--- src/rtl/phase_det_pkg.sv ---
// Shared helpers for the phase detector: sizing of the edge-divider counters.
package phase_det_pkg;

  // Counter width for a 0..n-1 divider; never narrower than one bit.
  function automatic int unsigned div_cnt_w(input int unsigned n);
    return (n > 1) ? $clog2(n) : 1;
  endfunction

endpackage

--- src/rtl/phase_det_edge_div.sv ---
// Synchronizes an asynchronous clock, detects rising edges and divides them by DIV_N.
module phase_det_edge_div
  import phase_det_pkg::*;
#(
  parameter int unsigned DIV_N = 10
) (
  input  logic i_clk,
  input  logic i_rst,
  input  logic i_en,
  input  logic i_bypass,
  input  logic i_clr,
  input  logic i_async,
  output logic o_event
);

  localparam int unsigned CntW = div_cnt_w(DIV_N);
  localparam logic [CntW-1:0] CntLast = CntW'(DIV_N - 1);

  logic            sync1_q, sync2_q, prev_q;
  logic            edge_p;
  logic [CntW-1:0] cnt_q, cnt_d;

  // Synchronizer and edge history run regardless of enable.
  always_ff @(posedge i_clk) begin
    if (i_rst) begin
      sync1_q <= 1'b0;
      sync2_q <= 1'b0;
      prev_q  <= 1'b0;
      cnt_q   <= '0;
    end else begin
      sync1_q <= i_async;
      sync2_q <= sync1_q;
      prev_q  <= sync2_q;
      cnt_q   <= cnt_d;
    end
  end

  always_comb begin
    edge_p  = sync2_q & ~prev_q;
    cnt_d   = cnt_q;
    o_event = i_en & ~i_clr & edge_p & (i_bypass | (cnt_q == CntLast));
    if (!i_en || i_bypass || i_clr) begin
      cnt_d = '0;
    end else if (edge_p) begin
      cnt_d = (cnt_q == CntLast) ? '0 : cnt_q + CntW'(1);
    end
  end

endmodule

--- src/rtl/phase_det.sv ---
// Time-interval phase detector: counts i_clk tics from a divided eclk1 edge to a divided eclk2 edge.
module phase_det #(
  parameter int unsigned TIC_BITS = 16,
  parameter int unsigned DIV_N1   = 10,
  parameter int unsigned DIV_N2   = 10
) (
  input  logic                i_clk,
  input  logic                i_rst,
  input  logic                i_en,
  input  logic                i_eclk2_slow,
  output logic [TIC_BITS-1:0] o_count,
  output logic                o_count_rdy,
  input  logic                i_eclk1,
  input  logic                i_eclk2
);

  logic                start, stop;
  logic                slow_q, mode_chg;
  logic                armed_q;
  logic                rdy_q;
  logic [TIC_BITS-1:0] tic_q, count_q;

  assign mode_chg = slow_q ^ i_eclk2_slow;

  phase_det_edge_div #(
    .DIV_N (DIV_N1)
  ) u_div1 (
    .i_clk    (i_clk),
    .i_rst    (i_rst),
    .i_en     (i_en),
    .i_bypass (1'b0),
    .i_clr    (1'b0),
    .i_async  (i_eclk1),
    .o_event  (start)
  );

  phase_det_edge_div #(
    .DIV_N (DIV_N2)
  ) u_div2 (
    .i_clk    (i_clk),
    .i_rst    (i_rst),
    .i_en     (i_en),
    .i_bypass (i_eclk2_slow),
    .i_clr    (mode_chg),
    .i_async  (i_eclk2),
    .o_event  (stop)
  );

  always_ff @(posedge i_clk) begin
    if (i_rst) begin
      slow_q  <= 1'b0;
      armed_q <= 1'b0;
      rdy_q   <= 1'b0;
      tic_q   <= '0;
      count_q <= '0;
    end else begin
      slow_q <= i_eclk2_slow;
      rdy_q  <= 1'b0;
      if (!i_en) begin
        armed_q <= 1'b0;
      end else begin
        // tic_q lags the cycle distance by one, so the stop cycle itself is added here.
        if (armed_q && stop) begin
          count_q <= tic_q + TIC_BITS'(1);
          rdy_q   <= 1'b1;
        end
        if (start) begin
          tic_q   <= '0;
          armed_q <= 1'b1;
        end else if (mode_chg || stop) begin
          armed_q <= 1'b0;
        end else if (armed_q) begin
          tic_q <= tic_q + TIC_BITS'(1);
        end
      end
    end
  end

  assign o_count     = count_q;
  assign o_count_rdy = rdy_q;

endmodule

--- config.mk ---
export PLATFORM = sky130hd
export DESIGN_NAME = phase_det
export DESIGN_NICKNAME = d
export VERILOG_FILES = /design/src/rtl/phase_det_pkg.sv /design/src/rtl/phase_det_edge_div.sv /design/src/rtl/phase_det.sv
export SDC_FILE = /design/constraint.sdc
export NUM_CORES = 1
export LEC_CHECK = 0
export ABC_AREA = 1
export CORE_AREA = 5 5 57 97
export CTS_BUF_LIST = sky130_fd_sc_hd__clkbuf_2
export CTS_CLUSTER_SIZE = 25
export DETAILED_ROUTE_END_ITERATION = 10
export DIE_AREA = 0 0 62 102
export HOLD_SLACK_MARGIN = 0.15
export PLACE_DENSITY_LB_ADDON = 0.2
export SLEW_MARGIN = 10
export SYNTH_ARGS = -nofsm -noshare
export SYNTH_HDL_FRONTEND = slang
export SYNTH_SLANG_ARGS = --single-unit
--- constraint.sdc ---
create_clock -name i_clk -period 3.35 [get_ports i_clk]
set_input_delay 0.5025 -clock i_clk [delete_from_list [all_inputs] [get_ports i_clk]]
set_output_delay 0.5025 -clock i_clk [all_outputs]
set_load 0.1 [all_outputs]
======== Yosys cells after proc, flatten, opt, wreduce, memory -nomap -nowiden ========
Index checks and enable logic that the tools add are counted.
W data, S select, Z words.
operators by class
  $add $sub $neg .......................... 3
  equality and inequality tests ........... 3
  mux-type cells .......................... 8
  bitwise gates (word level) .............. 13
  reductions and logical operators ........ 11
operators by type and width
  cell                     number
  $mux W16                 3
  $add A16 B1 Y16 const B  1
  $add A4 B1 Y4 const B    2
  $eq A4 B4 Y1 const B     2
  $mux W4                  2
  $and A1 B1 Y1            7
  $not A1 Y1               4
  $reduce_bool A2 Y1       2
  $reduce_or A2 Y1         2
  $logic_or A1 B1 Y1       3
  $mux W1                  3
  $reduce_and A3 Y1        1
  $ne A2 B2 Y1 const B     1
  $reduce_and A2 Y1        1
  $logic_and A1 B1 Y1      1
  $logic_not A1 Y1         1
  $or A1 B1 Y1             1
  $xor A1 B1 Y1            1
word-level totals
  register bits after elaboration ......... 49
  word-level logic and storage cells ...... 51

======== Logic depth before layout (Yosys ltp) ========
  depth after elaboration ................. 8
  gate-level depth with buffers ........... 10

======== By module ========
From an unflattened synthesis, not the netlist that was laid out.
unflattened totals
  cell total of the unflattened synthesis .. 337
  area total of the unflattened synthesis .. 2329.7 µm²
modules (own cells, without submodules)
  module              instances  cells an instance  area each (µm²)  seq. area each (µm²)
  phase_det           1          237                1684.1           700.7
  phase_det_edge_div  2          50                 322.8            140.1

======== Worst setup path after synthesis ========
Ideal clock, no wire load.
  path kind ............................... reg2out
  from .................................... reg count_q[12], in the netlist o_count[12]
  to ...................................... out o_count[12]
  data arrival time ....................... 925 ps
  data required time ...................... 2847 ps
  setup slack ............................. 1923 ps
  cell stages (with the launch flop) ...... 1
  path buffers ............................ 0
  cell sequence ........................... dfxtp_1
RTL lines
  what                      RTL line         source
  start: declaration        phase_det.sv:21  logic [TIC_BITS-1:0] tic_q, count_q;
  start signal: assignment  phase_det.sv:64  count_q <= tic_q + TIC_BITS'(1);
  end: declaration          phase_det.sv:11  output logic [TIC_BITS-1:0] o_count,
No word-level cell between the ends.

======== Worst setup path in the final report ========
  from .................................... reg count_q[14], in the netlist o_count[14]
  to ...................................... out o_count[14]
No word-level cell between the ends.

==> run_results.csv <==
group,metric,value,unit
hold_path,worstHoldPathCells,2,
yosys,synth.avg_cell_area,7.14,um^2
worst_setup_path,worstSetupPathType,"reg -> out",
grt,grt_pass1_vias,2015,
yosys,post_synth_num_cell_types,28,
floorplanning,die_width,62,um
yosys,synth-seq-cells,49,
clocking,cts.clk_slew.worst_paths,0.25,ns
yosys,synth-edff-count,0,
worst_setup_path,worst_r2r_endpoint,"tic_q[8]",
layout,register_area,981,um^2
clocking,holdBufCountCts,0,
place,hpwlAfterDp,3.71,mm
worst_setup_path,worstReg2RegStart,"tic_q[0]",
worst_setup_path,path_cells,"clkdlybuf4s50_1",
clocking,cts_made_buffers,5,
power_and_ir_drop,switching_power,0.000209,W
yosys,gate_count_post_synth,314,
clocking,postCtsSetupBuffers,0,
power_and_ir_drop,share_of_total_power_in_the_clock_network,0.277,
sta,final-setup-viol-count,0,
grt,number_of_antenna_violations_at_the_first_check_in_global_routing,0,
run,cap_violations,0,
worst_setup_path,timing.critical_path.buf_inv,1,
floorplanning,die_y,102,um
clocking,ctsLongestPathBuffers,2,
layout,layout.cells.most_common,"sky130_fd_sc_hd__nand2_1",
sta,grt_setup_unrepaired,"no",
clocking,clock_tree.htree_level_count,2,
hold_path,timing.hold.worst_endpoint,"u_div2.sync2_q",
layout,n_antenna_cell,0,
yosys,asyncSetResetFlopFracSynth,0,
hold_path,hp-class,"reg -> reg",
yosys,synth_largest_type_area_fraction,0.437,
power_and_ir_drop,powerDensity,341,nW/um^2
place,routability_cong,0.887,
yosys,synth-seq-area-share,0.437,
detailed_routing,drc,0,
clocking,cts.repair.resized,0,
worst_setup_path,cp_data_arrival_time,1.98,ns
yosys,yosys-top-cells-area,"sky130_fd_sc_hd__dfxtp_1 44%, sky130_fd_sc_hd__nand2_1 12%, sky130_fd_sc_hd__nor2_1 8.7%, sky130_fd_sc_hd__a21oi_1 6.7%, sky130_fd_sc_hd__nand3_1 5.6%",
yosys,mappedNetlistNets,321,
clocking,cts_tree,"yes",
sta,slew-limit-headroom,0.339,
floorplanning,fp-row-count,33,
detailed_routing,postRouteWirelength,4.96,mm
worst_setup_path,reg2reg_depth,7,
worst_setup_path,worst_ep_required_time,2.85,ns
grt,largest_net_degree_at_the_start_of_global_routing,30,
power_and_ir_drop,comb_power_share,0.035,
sta,timing.final.crit_period,2.48,ns
detailed_routing,first_pass_iters,4,
sta,finalHoldViolations,0,
layout,multi_input_area,1080,um^2
sta,worst_slew_pin_slew,0.988,ns
yosys,ys.warnings.count,0,
detailed_routing,wl_per_cell,12.8,um
floorplanning,starting_density_of_the_core,0.485,
sta,hold_slack,0.420,ns
sta,achievable_frequency,403,MHz
power_and_ir_drop,static_leakage,0.919,nW
detailed_routing,detailedRoute.firstIterationViolations,62,
layout,fillerInstances,478,
layout,synth_to_layout_area_growth,12.2,%
sta,layout_worst_path_cycle_share,0.741,
worst_setup_path,slowest_cell_on_the_critical_path,"sky130_fd_sc_hd__clkdlybuf4s50_1",
sta,fin_tns_setup,0,ns
floorplanning,die-area,6320,um^2
yosys,postSynth.topFlopCell,"sky130_fd_sc_hd__dfxtp_1",
detailed_routing,routed_antenna_nets,0,
worst_setup_path,family_with_the_most_delay_on_the_worst_path,"buffers and inverters",
worst_setup_path,timing.critical_path.fanout_max,2,
layout,mostFrequentLayoutCells,"70 x sky130_fd_sc_hd__nand2_1, 52 x sky130_fd_sc_hd__nor2_1, 49 x sky130_fd_sc_hd__dfxtp_1, 30 x sky130_fd_sc_hd__a21oi_1, 28 x sky130_fd_sc_hd__inv_1",
grt,grt_first_pass_wirelength,8.62,mm
power_and_ir_drop,seq_power_share,0.688,
hold_path,worst_hold_startpoint,"u_div2.sync1_q",
power_and_ir_drop,p_int,0.000649,W
power_and_ir_drop,sw_frac_of_total,0.244,
place,buffer_ports.inserted,22,
worst_setup_path,cp-end-kind,"output port",
detailed_routing,route.vias.total,1985,
yosys,synthesis.area,2240,um^2
grt,grtUsageTotal,0.180,
worst_setup_path,timing.critical_path.from_type,"flip-flop",
layout,final_stage_net_count,342,
yosys,yosys.area.top_type,"sky130_fd_sc_hd__dfxtp_1",
power_and_ir_drop,worst_ir_drop_vdd,0.000243,V
detailed_routing,post_drt_via_cell_ratio,5.12,
grt,overflow,0,
floorplanning,num_io_pins,23,
status,run_status,"finished, final reports clean",
worst_setup_path,ff2ff_setup_slack,1.69,ns
clocking,clock_tree_root,"sky130_fd_sc_hd__clkbuf_2",
floorplanning,core-area,4620,um^2
sta,finClkSkew,0.0211,ns
sta,maxSlewViolCount,0,
clocking,clk-insertion-delay-late,0.43,ns
clocking,cts.sink_count,49,
worst_setup_path,critPathMaxStageDelay,1.14,ns
layout,final_layout_size_suffix_gt1_frac,0.0685,
==> worst max path at each step <==
stage	from	end	slack [ns]	cells past startpoint
after global placement	i_en	o_count[3]	1.14	7
final	o_count[14]	o_count[14]	0.87	1
after detailed placement	i_en	o_count[5]	1.15	7
after floorplan	o_count[12]	o_count[12]	1.92	0
after CTS	o_count[14]	o_count[14]	0.84	1
after global routing	o_count[14]	o_count[14]	0.77	1
==> worst reg2reg max path, cell delays in order, from the launching register on <==
cell	delay [ns]
sky130_fd_sc_hd__dfxtp_1	0.46
sky130_fd_sc_hd__ha_1	0.26
sky130_fd_sc_hd__nand2_1	0.10
sky130_fd_sc_hd__nor2_1	0.26
sky130_fd_sc_hd__nand2_1	0.11
sky130_fd_sc_hd__xnor2_1	0.23
sky130_fd_sc_hd__nand2_1	0.08
sky130_fd_sc_hd__a21oi_1	0.12
==> kinds of logic after synthesis <==
family,after synthesis,share of synthesized area
adder cells (fa/ha/maj),1,0.00558
AND/OR/NAND/NOR,170,0.342
XOR/XNOR,7,0.0273
AO/OA/AOI/OAI,47,0.107
buffers and inverters,40,0.0803
flip-flops,49,0.437
==> layer usage <==
metal  share of wire  up-vias  GRT usage
met5               0        -          0
met4           0.027        0     0.0801
met3           0.024        9     0.0392
met2            0.57       29      0.330
met1            0.38      904      0.183
li1                -     1043          -
==> through the flow <==
step | setup slack (ns) | utilization | area [um^2] | instances | power [W]
6_report | 0.867 | 0.544 | 2520 | 388 | 0.000858
3_5_place_dp | 1.15 | 0.535 | 2470 | 380 | 0.000632
4_1_cts | 0.843 | 0.544 | 2520 | 388 | 0.000868
2_1_floorplan | 1.92 | - | 2240 | 314 | 0.000620
5_1_grt | 0.773 | 0.544 | 2520 | 388 | 0.000899
3_3_place_gp | 1.14 | 0.535 | 2470 | 380 | 0.000632
==> power groups by stage <==
| stage | Sequential [W] | Combinational, W | Clock [W] |
|---|---|---|---|
| 6_report | 0.000591 | 0.0000299 | 0.000238 |
| 4_1_cts | 0.000591 | 0.0000305 | 0.000247 |
| 3_3_place_gp | 0.000601 | 0.0000302 | 0 |
| 5_1_grt | 0.000592 | 0.0000344 | 0.000272 |
| 3_5_place_dp | 0.000602 | 0.0000303 | 0 |
| 2_1_floorplan | 0.000601 | 0.0000191 | 0 |
==> flip-flops by register name (all words and copies together) (netlist names), 4 cells and up <==
signal / cells
o_count: 16
tic_q: 16
u_div1.cnt_q: 4
u_div2.cnt_q: 4
==> cell usage after synthesis (all sizes together) (3+ instances only) <==
cell	instances
o21ai	16
xor2	4
xnor2	3
nor3	5
clkbuf	3
nor2	55
a21oi	30
nand4	5
nand3	27
dfxtp	49
inv	30
nand2	76
buf	6
==> area by class of cell <==
type                    instances  area share
flip-flops and latches         49       0.390
inverters                      31      0.0467
clock inverters                 3     0.00696
well taps                      52      0.0259
clock buffers                   5     0.00995
repair buffers                 23      0.0905
multi-input cells             225       0.430
No activity file was read; power rests on OpenSTA's default activity.
